`src/rtl/elevator_pkg.sv`:
```
// rtl/elevator_pkg.sv - shared floor/direction types for the elevator cluster
package elevator_pkg;

    localparam int N_FLOORS_DEFAULT   = 4;
    localparam int FLOOR_BITS_DEFAULT = 2;

    typedef logic [FLOOR_BITS_DEFAULT-1:0] floor_t;

    typedef enum logic {
        DIR_DOWN = 1'b0,
        DIR_UP   = 1'b1
    } dir_t;

endpackage

```
`src/rtl/button_debounce.sv`:
```
// rtl/button_debounce.sv - synchroniser, debounce counter and rising-edge detect for one raw button
module button_debounce #(
    parameter int DEBOUNCE_CYCLES = 8
) (
    input  logic clk,
    input  logic rst_n,
    input  logic raw,
    output logic press_pulse
);

    localparam int CNT_W = $clog2(DEBOUNCE_CYCLES);
    localparam logic [CNT_W-1:0] CNT_MAX = CNT_W'(DEBOUNCE_CYCLES - 1);

    logic             s1;
    logic             s2;
    logic             stable;
    logic             stable_d;
    logic [CNT_W-1:0] cnt;

    always_ff @(posedge clk or negedge rst_n) begin
        if (!rst_n) begin
            s1       <= 1'b0;
            s2       <= 1'b0;
            stable   <= 1'b0;
            stable_d <= 1'b0;
            cnt      <= '0;
        end else begin
            s1       <= raw;
            s2       <= s1;
            stable_d <= stable;
            if (s2 != stable) begin
                if (cnt == CNT_MAX) begin
                    stable <= s2;
                    cnt    <= '0;
                end else begin
                    cnt <= cnt + 1'b1;
                end
            end else begin
                cnt <= '0;
            end
        end
    end

    // High for the single cycle after stable rises; the top registers it.
    assign press_pulse = stable & ~stable_d;

endmodule

```
`src/rtl/call_panel.sv`:
```
// rtl/call_panel.sv - button conditioning, request pulses and call lamps; CALL_PANEL_DUP_SUPPRESS_EN drops presses on lit lamps
module call_panel
    import elevator_pkg::*;
#(
    parameter int N_FLOORS        = N_FLOORS_DEFAULT,
    parameter int FLOOR_BITS      = FLOOR_BITS_DEFAULT,
    parameter int DEBOUNCE_CYCLES = 8
) (
    input  logic                  clk,
    input  logic                  rst_n,
    input  logic [N_FLOORS-1:0]   btn_inside,
    input  logic [N_FLOORS-1:0]   btn_up,
    input  logic [N_FLOORS-1:0]   btn_down,
    input  logic [FLOOR_BITS-1:0] current_floor,
    input  logic                  door_open,
    input  logic                  direction,
    output logic [N_FLOORS-1:0]   inside_req,
    output logic [N_FLOORS-1:0]   up_call,
    output logic [N_FLOORS-1:0]   down_call,
    output logic [N_FLOORS-1:0]   lamp_inside,
    output logic [N_FLOORS-1:0]   lamp_up,
    output logic [N_FLOORS-1:0]   lamp_down
);

    // No hall-up call from the top floor, no hall-down call from the ground floor.
    localparam logic [N_FLOORS-1:0] UP_MASK   = {1'b0, {(N_FLOORS-1){1'b1}}};
    localparam logic [N_FLOORS-1:0] DOWN_MASK = {{(N_FLOORS-1){1'b1}}, 1'b0};

    logic [N_FLOORS-1:0] rise_inside, rise_up, rise_down;
    logic [N_FLOORS-1:0] acc_inside, acc_up, acc_down;
    logic [N_FLOORS-1:0] clr_inside, clr_up, clr_down;
    logic [N_FLOORS-1:0] fire_inside, fire_up, fire_down;
    dir_t                dir;

    assign dir = dir_t'(direction);

    for (genvar i = 0; i < N_FLOORS; i++) begin : g_btn
        button_debounce #(.DEBOUNCE_CYCLES(DEBOUNCE_CYCLES)) u_inside (
            .clk         (clk),
            .rst_n       (rst_n),
            .raw         (btn_inside[i]),
            .press_pulse (rise_inside[i])
        );
        button_debounce #(.DEBOUNCE_CYCLES(DEBOUNCE_CYCLES)) u_up (
            .clk         (clk),
            .rst_n       (rst_n),
            .raw         (btn_up[i]),
            .press_pulse (rise_up[i])
        );
        button_debounce #(.DEBOUNCE_CYCLES(DEBOUNCE_CYCLES)) u_down (
            .clk         (clk),
            .rst_n       (rst_n),
            .raw         (btn_down[i]),
            .press_pulse (rise_down[i])
        );
    end

    assign acc_inside = rise_inside;
    assign acc_up     = rise_up & UP_MASK;
    assign acc_down   = rise_down & DOWN_MASK;

    // Terminal floors serve their only hall direction regardless of travel direction.
    always_comb begin
        clr_inside = '0;
        clr_up     = '0;
        clr_down   = '0;
        for (int f = 0; f < N_FLOORS; f++) begin
            if (door_open && (current_floor == FLOOR_BITS'(f))) begin
                clr_inside[f] = 1'b1;
                clr_up[f]     = (dir == DIR_UP) || (f == 0);
                clr_down[f]   = (dir == DIR_DOWN) || (f == N_FLOORS - 1);
            end
        end
    end

`ifdef CALL_PANEL_DUP_SUPPRESS_EN
    assign fire_inside = acc_inside & ~clr_inside & ~lamp_inside;
    assign fire_up     = acc_up & ~clr_up & ~lamp_up;
    assign fire_down   = acc_down & ~clr_down & ~lamp_down;
`else
    assign fire_inside = acc_inside & ~clr_inside;
    assign fire_up     = acc_up & ~clr_up;
    assign fire_down   = acc_down & ~clr_down;
`endif

    always_ff @(posedge clk or negedge rst_n) begin
        if (!rst_n) begin
            inside_req  <= '0;
            up_call     <= '0;
            down_call   <= '0;
            lamp_inside <= '0;
            lamp_up     <= '0;
            lamp_down   <= '0;
        end else begin
            inside_req  <= fire_inside;
            up_call     <= fire_up;
            down_call   <= fire_down;
            lamp_inside <= (lamp_inside | acc_inside) & ~clr_inside;
            lamp_up     <= (lamp_up | acc_up) & ~clr_up;
            lamp_down   <= (lamp_down | acc_down) & ~clr_down;
        end
    end

endmodule

```
`config.mk`:
```
export PLATFORM = sky130hd
export DESIGN_NAME = call_panel
export DESIGN_NICKNAME = d
export VERILOG_FILES = /design/src/rtl/elevator_pkg.sv /design/src/rtl/button_debounce.sv /design/src/rtl/call_panel.sv
export SDC_FILE = /design/constraint.sdc
export NUM_CORES = 1
export LEC_CHECK = 0
export CORE_UTILIZATION = 40
export CTS_CLUSTER_SIZE = 24
export DETAILED_ROUTE_END_ITERATION = 10
export HOLD_SLACK_MARGIN = 0.06
export PLACE_DENSITY = 0.68
export SLEW_MARGIN = 30
export SYNTH_ARGS = -nofsm -noshare
export SYNTH_HDL_FRONTEND = slang
export SYNTH_SLANG_ARGS = --single-unit
```
`constraint.sdc`:
```
create_clock -name clk -period 1.41 [get_ports clk]
set_clock_uncertainty 0.05 [all_clocks]
set_input_delay 0.282 -clock clk [delete_from_list [all_inputs] [get_ports clk]]
set_output_delay 0.282 -clock clk [all_outputs]
set_load 0.05 [all_outputs]
```
After elaboration in Yosys (flattened, before gate mapping)
Index checks and enable logic that the tools add are counted.
{"block": "totals", "ff_bits": 94, "in_bits": 18, "elab_cells": 167, "output_inout_bits": 24}
{"block": "classes", "reduce_logical": 15, "n_mux": 30, "eq_ne": 23, "n_bitwise": 33, "addsub": 10}
{"op": "$mux 3", "n": 20}
{"op": "$add 3x1->3 const B", "n": 10}
{"op": "$eq 3x3->1 const B", "n": 10}
{"op": "$and 4x4->4", "n": 5}
{"op": "$reduce_and 2->1", "n": 10}
{"op": "$not 4->4", "n": 3}
{"op": "$not 1->1", "n": 11}
{"op": "$and 1x1->1", "n": 10}
{"op": "$mux 1", "n": 10}
{"op": "$ne 1x1->1", "n": 10}
{"op": "$or 4x4->4", "n": 2}
{"op": "$and 3x4->4", "n": 1}
{"op": "$eq 2x2->1 const B", "n": 2}
{"op": "$logic_and 1x1->1", "n": 4}
{"op": "$or 4x3->4", "n": 1}
{"op": "$eq 2x1->1 const B", "n": 1}
{"op": "$logic_not 2->1", "n": 1}

Depth between registers and ports, before layout
{"block": "depth", "ltp_word": 5, "ltp_mapped": 3, "ltp_nobuf": 3}

Hierarchy
Synthesis repeated with hierarchy kept, for this count alone.
{"block": "hier_totals", "cells_unflattened": 216, "area_unflattened_um2": 3353.2}
{"mod": "button_debounce", "area_each_um2": 251.5, "n_inst": 10, "seq_area_each_um2": 175.2, "cells_per_inst": 15}
{"mod": "call_panel", "area_each_um2": 838.3, "n_inst": 1, "seq_area_each_um2": 550.5, "cells_per_inst": 66}

Least setup slack after synthesis
OpenSTA, ideal clock, no wires.
{"block": "synth_path", "path_type": "reg-to-reg", "from": "register g_btn[2].u_down.cnt[0]", "to": "register g_btn[2].u_down.stable", "setup_time_ns": 0.125, "stages_incl_launch_ff": 4, "slack_ns": 0.229, "t_arrival_ns": 1.006, "path_cell_list": "dfrtp_1 > ha_1 > ha_1 > mux2_2"}
{"block": "synth_via", "elab_chain_cells": 2}
{"element": "start, declared", "line": "button_debounce.sv:18", "rtl": "logic [CNT_W-1:0] cnt;"}
{"element": "start signal, assigned", "line": "button_debounce.sv:36", "rtl": "cnt <= cnt + 1'b1;"}
{"element": "$eq 3x3->1", "line": "button_debounce.sv:32", "rtl": "if (cnt == CNT_MAX) begin"}
{"element": "$reduce_and 2->1 (no line)"}
{"element": "end signal, assigned", "line": "button_debounce.sv:24", "rtl": "stable <= 1'b0;"}
{"element": "end signal, assigned", "line": "button_debounce.sv:33", "rtl": "stable <= s2;"}
{"element": "end, declared", "line": "button_debounce.sv:16", "rtl": "logic stable;"}
Every way passes these cells.
A chain may end at the register's enable or synchronous reset.

Final worst setup path
{"block": "layout_path", "from": "register lamp_up[1]", "to": "output lamp_up[1]"}
{"element": "start, declared", "line": "call_panel.sv:21", "rtl": "output logic [N_FLOORS-1:0] lamp_up,"}
{"element": "start signal, assigned", "line": "call_panel.sv:99", "rtl": "lamp_up <= (lamp_up | acc_up) & ~clr_up;"}
No word-level cell between the ends.

==> results.py <==
metrics = {
    "global_routing": {
        "grt_pass1_vias": 1642,
        "overflow": 0,
        "grt_pass1_wl_um": 7950,
        "antenna_found_initial": 0,
        "grt_max_degree": 34,
        "grt_usage": 0.123,
    },
    "placement": {
        "place.gp.congestion": 0.669,
        "port_buffers": 37,
        "place_area_mm2": 0.00405,
        "placed_cells": 351,
        "hpwl_um": 3240,
    },
    "finish": {
        "syn_to_final_growth_pct": 30.6,
        "final_util": 0.546,
        "finalNonFillerCells": 368,
        "fillers": 642,
        "nets": 299,
        "num_antenna_cells": 0,
        "final_area_mm2": 0.00428,
        "drive_above_1_share": 0.241,
    },
    "worst_setup_path": {
        "slowest_stage": "dfrtp_1",
        "endpoint_kind": "primary output",
        "worst-endpoint-required_ns": 1.08,
        "critPathKind": "flop to primary output",
        "cp-start-kind": "flop",
        "cp_top_family": "flip-flops",
        "cp.arrival_ns": 0.95,
        "slowest_delay_ns": 0.44,
        "crit_chain": "buf_12",
        "critical_path_buf_inv_count": 1,
        "critical_path.max_fanout": 2,
    },
    "timing": {
        "clock.fmax_mhz": 781,
        "hold_viol": 0,
        "rsz0062_at_grt": "no",
        "finalSetupTns_ns": 0,
        "fin_crit_sh": 0.908,
        "setup_viol": 0,
        "finalCriticalPeriod_ns": 1.28,
        "finalMaxSlewViolations": 0,
    },
    "clocking": {
        "htree_levels": 3,
        "clk_pin_slew_ns": 0.09,
        "clockBufferDepth": 2,
        "numCtsBuffers": 9,
        "clock_sinks": 92,
        "cts-root-buf": "clkbuf_8",
        "clock_latency_ns": 0.34,
        "cts_tree": "yes",
        "cts_resized": 0,
    },
    "drt": {
        "vias": 1652,
        "dr.pass1.iters": 4,
        "wl_per_cell_um": 12.0,
        "routed_via_density": 4.49,
        "drtAntennaViolNets": 0,
        "first_iter_violations": 59,
        "drcViolationCount": 0,
        "drt-total-wl_um": 4430,
    },
    "pwr": {
        "ir_drop_mv": 0.743,
        "finalPower_mw": 9.12,
        "p_leak_nw": 2.11,
        "p_per_area_mw_per_mm2": 2130,
    },
    "logic_synthesis": {
        "synth.distinct_cells": 24,
        "synth_top_area_cell": "dfrtp_1",
        "synthTopCellsByArea": "dfrtp_1 (70%), ha_1 (7.6%), mux2_2 (3.4%), and2_1 (3.1%), nor3b_1 (2.3%)",
        "synth_edf_count": 0,
        "netlist_instances": 210,
        "synthArstFlopShare": 1.00,
        "synth_most_common_cell": "dfrtp_1",
        "yosys_warnings": 0,
        "synth_top_area_frac": 0.702,
        "ys_ff_latch": 92,
        "seq_area_frac_synth": 0.702,
        "synth_common_cells": "dfrtp_1 (92), ha_1 (20), and2_1 (16), mux2_2 (10), nor3b_1 (10)",
        "syn-mean-instance-area_um2": 15.6,
        "syn-cell-area_mm2": 0.00328,
        "ys.flop_type": "dfrtp_1",
    },
    "floorplan": {
        "fp.dieW_um": 92.6,
        "die_area_mm2": 0.00857,
        "num_rows": 32,
        "core_area_mm2": 0.00785,
        "initial_core_util": 0.418,
        "die_y_um": 92.6,
        "ios": 42,
    },
    "status": {
        "outcome": "finished clean",
    },
    "flow_run": {
        "drv_cap": 0,
    },
    "min_path": {
        "hp-class": "flop to flop",
    },
}
[cell families after synthesis]
family	after synthesis	synth area share
flops	92	0.702
simple gates	50	0.0973
fa+ha+maj	20	0.0763
compound gates	16	0.0469
buf+inv	11	0.0156
xor+xnor	10	0.0267
mux	10	0.0343
other cells	1	0.00114
[path summary, 6_finish.rpt]
path	startpoint	to	slack, ns	depth (start not counted)
hold / removal	g_btn[1].u_inside.s1	g_btn[1].u_inside.s2	0.30	0
min in group asynchronous	rst_n	g_btn[2].u_down.cnt[2]	0.31	2
setup reg to reg	g_btn[3].u_down.cnt[0]	g_btn[3].u_down.stable	0.16	3
setup / recovery	lamp_up[1]	lamp_up[1]	0.13	1
max in group asynchronous	rst_n	inside_req[1]	0.53	3
hold reg to reg	g_btn[1].u_inside.s1	g_btn[1].u_inside.s2	0.30	0
[what timing repair did]
item,4_1_cts,5_1_grt
hold endpoints to repair,59,0
setup buffers,0,0
hold buffers,1,0
[layout make-up]
| class | instances | area [um2] | area share |
|---|---|---|---|
| repair buffers | 43 | 673 | 0.157 |
| clock buffers | 10 | 138 | 0.0321 |
| clock inverters | 6 | 86.3 | 0.0202 |
| inverters | 7 | 26.3 | 0.00613 |
| flip-flops and latches | 92 | 2300 | 0.537 |
| well taps | 102 | 128 | 0.0298 |
| multi-input cells | 108 | 931 | 0.217 |
[layer usage]
layer | wire, um | share of wire | global-route usage
met1 | 2160 | 0.49 | 0.176
met4 | 91 | 0.021 | 0.0703
met2 | 2010 | 0.45 | 0.169
met3 | 168 | 0.038 | 0.0328
met5 | 0 | 0 | 0
[cells in the final DEF, fill, tap and decap left out, types with 3 or more instances in the layout]
master | synthesis | routed
ha_1 | 20 | 20
mux2_2 | 10 | 10
clkdlybuf4s50_1 | 0 | 14
a21oi_1 | 5 | 5
a21boi_2 | 4 | 4
buf_12 | 0 | 25
and2_1 | 16 | 16
inv_1 | 7 | 7
nand2b_1 | 6 | 6
nor2_1 | 6 | 6
nor3b_1 | 10 | 10
clkbuf_8 | 0 | 10
buf_4 | 2 | 3
nor2b_1 | 6 | 6
xor2_1 | 8 | 8
a2bb2oi_2 | 4 | 4
dfrtp_1 | 92 | 92
[state kept, by name, indices dropped and copies added, names as in the netlist, 4 cells and up]
| name | cells |
|---|---|
| g_btn.u_inside.cnt | 12 |
| g_btn.u_up.cnt | 9 |
| g_btn.u_down.cnt | 9 |
| g_btn.u_inside.s1 | 4 |
| g_btn.u_inside.s2 | 4 |
| g_btn.u_inside.stable | 4 |
| g_btn.u_inside.stable_d | 4 |
| inside_req | 4 |
| lamp_down | 4 |
| lamp_inside | 4 |
| lamp_up | 4 |
[power breakdown]
part	switching [mW]	internal (mW)
Combinational	1.49	1.67
Clock	0.875	1.05
Sequential	0.557	3.47
[stage by stage]
step                worst slack [ns]  hold slack (ns)
floorplan                      0.229          -0.0636
global placement             -0.0880            0.142
detailed placement            -0.105            0.143
CTS                            0.101            0.300
global route                  0.0836            0.298
finish                         0.129            0.303
Power figures use the tool's default switching activity.
